<file path="config.mk">
export PLATFORM = sky130hd
export DESIGN_NAME = segasys1_sndcmd_queue
export DESIGN_NICKNAME = d
export VERILOG_FILES = /design/src/rtl/segasys1_sndcmd_queue.sv
export SDC_FILE = /design/constraint.sdc
export NUM_CORES = 1
export LEC_CHECK = 0
export BUFFER_PORTS_ARGS = -buffer_cell sky130_fd_sc_hd__buf_2
export CAP_MARGIN = 40
export CORE_MARGIN = 8
export CORE_UTILIZATION = 62
export DETAILED_ROUTE_END_ITERATION = 16
export GPL_TIMING_DRIVEN = 1
export PLACE_DENSITY_LB_ADDON = 0.15
export SYNTH_ARGS = -nofsm -noshare
export SYNTH_HDL_FRONTEND = slang
export SYNTH_SLANG_ARGS = --single-unit
</file>
<file path="constraint.sdc">
create_clock -name CLK48M -period 4.45 [get_ports CLK48M]
set_clock_uncertainty 0.1 [all_clocks]
set_input_delay 0 -clock CLK48M [delete_from_list [all_inputs] [get_ports CLK48M]]
set_output_delay 0 -clock CLK48M [all_outputs]
set_load 0.005 [all_outputs]
</file>
<file path="src/rtl/segasys1_sndcmd_queue.sv">
// Main-CPU to sound-CPU command FIFO with edge-detected strobes and gapped NMI.
// Define SNDCMD_OVERWRITE_EN to drop the oldest entry on overflow instead of the newest.
module segasys1_sndcmd_queue #(
  parameter int DW      = 8,
  parameter int DEPTH   = 4,
  parameter int NMI_GAP = 16
) (
  input  logic                   CLK48M,
  input  logic                   RESET_N,
  input  logic                   WR_STB,
  input  logic [DW-1:0]          WR_DATA,
  input  logic                   SND_RD,
  output logic [DW-1:0]          SND_DO,
  output logic                   SND_NMI,
  output logic                   EMPTY,
  output logic                   FULL,
  output logic [$clog2(DEPTH):0] COUNT,
  output logic                   OVF,
  input  logic                   CLR_OVF
);

  localparam int AW = $clog2(DEPTH);
  localparam int CW = AW + 1;
  localparam int GW = (NMI_GAP > 0) ? $clog2(NMI_GAP + 1) : 1;

  typedef enum logic [1:0] {
    IDLE,
    ASSERT,
    GAP
  } state_t;

  logic [DW-1:0] mem [DEPTH];
  logic [AW-1:0] wr_ptr;
  logic [AW-1:0] rd_ptr;
  logic [CW-1:0] count;
  logic [DW-1:0] last;
  logic          wr_prev;
  logic          rd_prev;
  logic          ovf;
  state_t        state;
  state_t        state_d;
  logic [GW-1:0] gap_cnt;
  logic [GW-1:0] gap_d;

  logic empty;
  logic full;
  logic push;
  logic pop;
  logic ovf_set;
  logic mem_we;

  assign empty   = (count == '0);
  assign full    = (count == CW'(DEPTH));
  assign push    = WR_STB & ~wr_prev;
  assign pop     = SND_RD & ~rd_prev & ~empty;
  assign ovf_set = push & full & ~pop;

`ifdef SNDCMD_OVERWRITE_EN
  assign mem_we = RESET_N & push;
`else
  assign mem_we = RESET_N & push & (pop | ~full);
`endif

  always_ff @(posedge CLK48M) begin
    if (mem_we)
      mem[wr_ptr] <= WR_DATA;
  end

  always_ff @(posedge CLK48M) begin
    if (!RESET_N) begin
      wr_prev <= 1'b0;
      rd_prev <= 1'b0;
      wr_ptr  <= '0;
      rd_ptr  <= '0;
      count   <= '0;
      last    <= '1;
      ovf     <= 1'b0;
    end else begin
      wr_prev <= WR_STB;
      rd_prev <= SND_RD;
      if (push && pop) begin
        wr_ptr <= wr_ptr + AW'(1);
        rd_ptr <= rd_ptr + AW'(1);
        last   <= mem[rd_ptr];
      end else if (push && !full) begin
        wr_ptr <= wr_ptr + AW'(1);
        count  <= count + CW'(1);
      end else if (push) begin
`ifdef SNDCMD_OVERWRITE_EN
        // Oldest entry is discarded silently; it never reaches the sound CPU.
        wr_ptr <= wr_ptr + AW'(1);
        rd_ptr <= rd_ptr + AW'(1);
`endif
      end else if (pop) begin
        rd_ptr <= rd_ptr + AW'(1);
        count  <= count - CW'(1);
        last   <= mem[rd_ptr];
      end
      if (ovf_set)
        ovf <= 1'b1;
      else if (CLR_OVF)
        ovf <= 1'b0;
    end
  end

  always_ff @(posedge CLK48M) begin
    if (!RESET_N) begin
      state   <= IDLE;
      gap_cnt <= '0;
    end else begin
      state   <= state_d;
      gap_cnt <= gap_d;
    end
  end

  always_comb begin
    state_d = state;
    gap_d   = gap_cnt;
    unique case (state)
      IDLE: begin
        if (!empty)
          state_d = ASSERT;
      end
      ASSERT: begin
        if (pop) begin
          state_d = GAP;
          gap_d   = GW'(NMI_GAP);
        end
      end
      GAP: begin
        if (gap_cnt == '0)
          state_d = IDLE;
        else
          gap_d = gap_cnt - GW'(1);
      end
      default: state_d = IDLE;
    endcase
  end

  assign SND_DO  = empty ? last : mem[rd_ptr];
  assign SND_NMI = (state == ASSERT);
  assign EMPTY   = empty;
  assign FULL    = full;
  assign COUNT   = count;
  assign OVF     = ovf;

endmodule
</file>
==> results.yml <==
status:
  status: "completed"
logic_synthesis:
  synth-adder-area-share_pct: 3.00
  seq_area_frac_synth_pct: 59.9
  synth_cells: 211
  synth-simple-area-share_pct: 18.6
  synth_mux_area_share_pct: 8.79
  synthesis.nets: 230
  ys.flop_type: "edfxtp_1"
  synth_compound_area_share_pct: 4.60
  synth_area_leader_cell: "edfxtp_1"
  synth_xor_area_share_pct: 1.40
  synth_seq_cells: 59
  synth-edff-count: 32
  ys_warn_count: 0
  synthTopCellsByArea: "edfxtp_1 (38%), dfxtp_1 (22%), mux4_2 (7.2%), nand2_1 (7.2%), ha_1 (3.0%)"
  synth_top_area_share_pct: 38.4
  syn-cell-area_um2: 2500
  synth_top_family_by_area: "simple AND/OR/NAND/NOR gates"
  postSynth.asyncResetShare_pct: 0
  synth.distinct_cells: 38
  avgSynthCellArea_um2: 11.9
critical_path:
  path_class: "flop to flop"
  critPathLaunchType: "flop"
  worstPathMaxFanout: 5
  crit_arrival_ns: 2.20
  setup.worst_path.end_class: "flop"
  required_ns: 4.61
floorplan:
  dieHeight_um: 79.6
  rows: 23
  start_util_pct: 63.5
  die_w_um: 79.6
  dieArea_um2: 6330
  coreArea_um2: 3940
  pin_count: 28
clock_tree:
  cts_tree: "done"
  htreeDepth: 3
  clock-sinks: 59
  cts_root_buf: "clkbuf_8"
  cts_max_path_buffers: 2
  post_cts_buffers: 0
  cts.clk_slew.worst_paths_ns: 0.06
  clock_latency_ns: 0.33
  numCtsBuffers: 9
worst_hold_path:
  hp-class: "input port to flop"
sta:
  timing.final.ws_setup_ns: 2.41
  maxSlewViolCount: 0
  rsz0062_at_grt: "false"
  timing.final.crit_share_pct: 45.9
  min_period_ns: 2.04
  hold_viol: 0
  fmax_ghz: 0.490
  finalSetupViolCount: 0
  worst_slew_pin_slew_ns: 0.801
  relSlewSlack_pct: 45.8
  setup-tns-final_ns: 0
detailed_routing:
  avgViaCountPerCell: 5.43
  wl_um: 4780
  drt-initial-drc-count: 94
  drt_pass1_iterations: 4
  final_antenna_net_count: 0
  wl_per_cell_um: 15.6
  dr_total_vias: 1663
  drc: 0
global_routing:
  met1_usage_pct: 19.0
  grt_pass1_wl_um: 8020
  grt_util_met3_pct: 4.95
  grt_pass1_vias: 1700
  grt_max_degree: 33
  antenna_found_initial: 0
  track_usage_pct: 16.5
  grt-ovfl-total: 0
  grt.busiest_layer: "met2"
  grt_use_met2_pct: 27.1
place:
  dp_hpwl_um: 3150
  routabilityCongestion: 0.809
  place_inst: 278
  port_buffers: 27
  placed_area_um2: 2640
  dp_slack_ns: 2.43
layout:
  nets: 270
  final_cell_count_no_fill: 306
  fin_area_um2: 3000
  synthToLayoutAreaGrowth_pct: 19.9
  drive_gt1_share_pct: 22.3
  diodes: 0
  register_area_um2: 1500
  multi_input_area_um2: 912
  n_fill_cell: 241
pwr:
  p_per_area_nw_per_um2: 566
  ir_worst_vdd_uv: 334
  leakage_nw: 1.20
flow_run:
  cap_violations: 0
[worst paths after layout]
kind                               start  endpoint  slack [ns]  depth (start not counted)
worst max-delay path            COUNT[2]  COUNT[2]        2.41                          7
worst min-delay path              WR_STB   wr_prev        0.32                          3
worst max register to register  COUNT[2]  COUNT[2]        2.41                          7
worst min register to register   last[7]   last[7]        0.37                          2
[cell usage after synthesis, types with 2 or more instances]
library cell,instances
buf_6,2
and2_1,8
clkbuf_1,5
nand2b_1,5
or3_1,3
nor3_1,3
nor4_1,2
and3_1,4
edfxtp_1,32
o21ai_0,4
nor2b_1,3
nor2_1,6
mux4_2,8
nand3_1,9
a21oi_1,3
ha_1,6
nand2_1,48
buf_2,2
dfxtp_1,27
mux2i_1,4
xnor2_1,4
inv_1,7
[power by group]
| group | leakage (nW) | switching [W] | internal [W] |
|---|---|---|---|
| clock | 0.121 | 0.000213 | 0.000371 |
| sequential | 0.511 | 0.0000535 | 0.000629 |
| combinational | 0.570 | 0.000239 | 0.000196 |
[worst max-delay path, stage by stage (launching register included)]
cell	delay (ns)
dfxtp_1	0.38
nor3b_1	0.59
nor3_1	0.09
a21oi_1	0.15
ha_1	0.20
nor2_1	0.06
a32oi_2	0.22
mux2i_1	0.19
[layout by cell type, fill, tap and decap left out, types with 2 or more instances in the layout]
cell	synthesis	layout
a21oi_1	3	3
nand2b_1	5	5
nor2b_1	3	3
inv_1	7	7
ha_1	6	6
and3_1	4	4
dlygate4sd3_1	0	12
edfxtp_1	32	32
or3_1	3	3
nor4_1	2	2
bufinv_16	0	3
buf_2	2	27
and2_1	8	8
nand3_1	9	9
clkbuf_8	0	9
mux4_2	8	8
o21ai_0	4	4
xnor2_1	4	4
dfxtp_1	27	27
nand2_1	48	48
nor3_1	3	3
nor2_1	6	6
clkinv_4	0	2
mux2i_1	4	4
[what timing repair did]
item / CTS / global route
resized for setup: 0 / 0
endpoints found under the hold margin: 42 / 0
hold buffers: 12 / 0
[kinds of logic after synthesis]
group / count (synthesis)
flops: 59
xor+xnor: 4
simple gates: 97
mux: 12
fa+ha+maj: 6
compound gates: 15
buf+inv: 18
[final cells by class]
type	count	area share (%)
multi-input cells	134	30.4
inverters	8	1.08
flip-flops and latches	59	50.0
clock buffers	9	4.12
clock inverters	7	3.87
well taps	50	2.08
repair buffers	39	8.50
[state kept, by name, summed over array words and instances, names as in the netlist, 2 cells and up, named ones only]
name	count
mem	32
last	8
gap_cnt	5
COUNT	3
rd_ptr	2
state	2
wr_ptr	2
[per-layer routing]
| layer | vias to the layer above | wire [um] |
|---|---|---|
| li1 | 822 | - |
| met1 | 793 | 2030 |
| met2 | 46 | 2500 |
| met3 | 2 | 229 |
| met4 | 0 | 19 |
| met5 | - | 0 |
[stage by stage]
| step | power [W] | hold slack [ns] | utilization, % |
|---|---|---|---|
| after floorplan | 0.00100 | -0.00113 | - |
| after global placement | 0.00111 | 0.109 | 67.1 |
| after detailed placement | 0.00112 | 0.116 | 67.1 |
| after CTS | 0.00171 | 0.305 | 76.2 |
| after global routing | 0.00181 | 0.309 | 76.2 |
| final | 0.00170 | 0.323 | 76.2 |
Note: power is estimated with default switching activity, not from simulation.
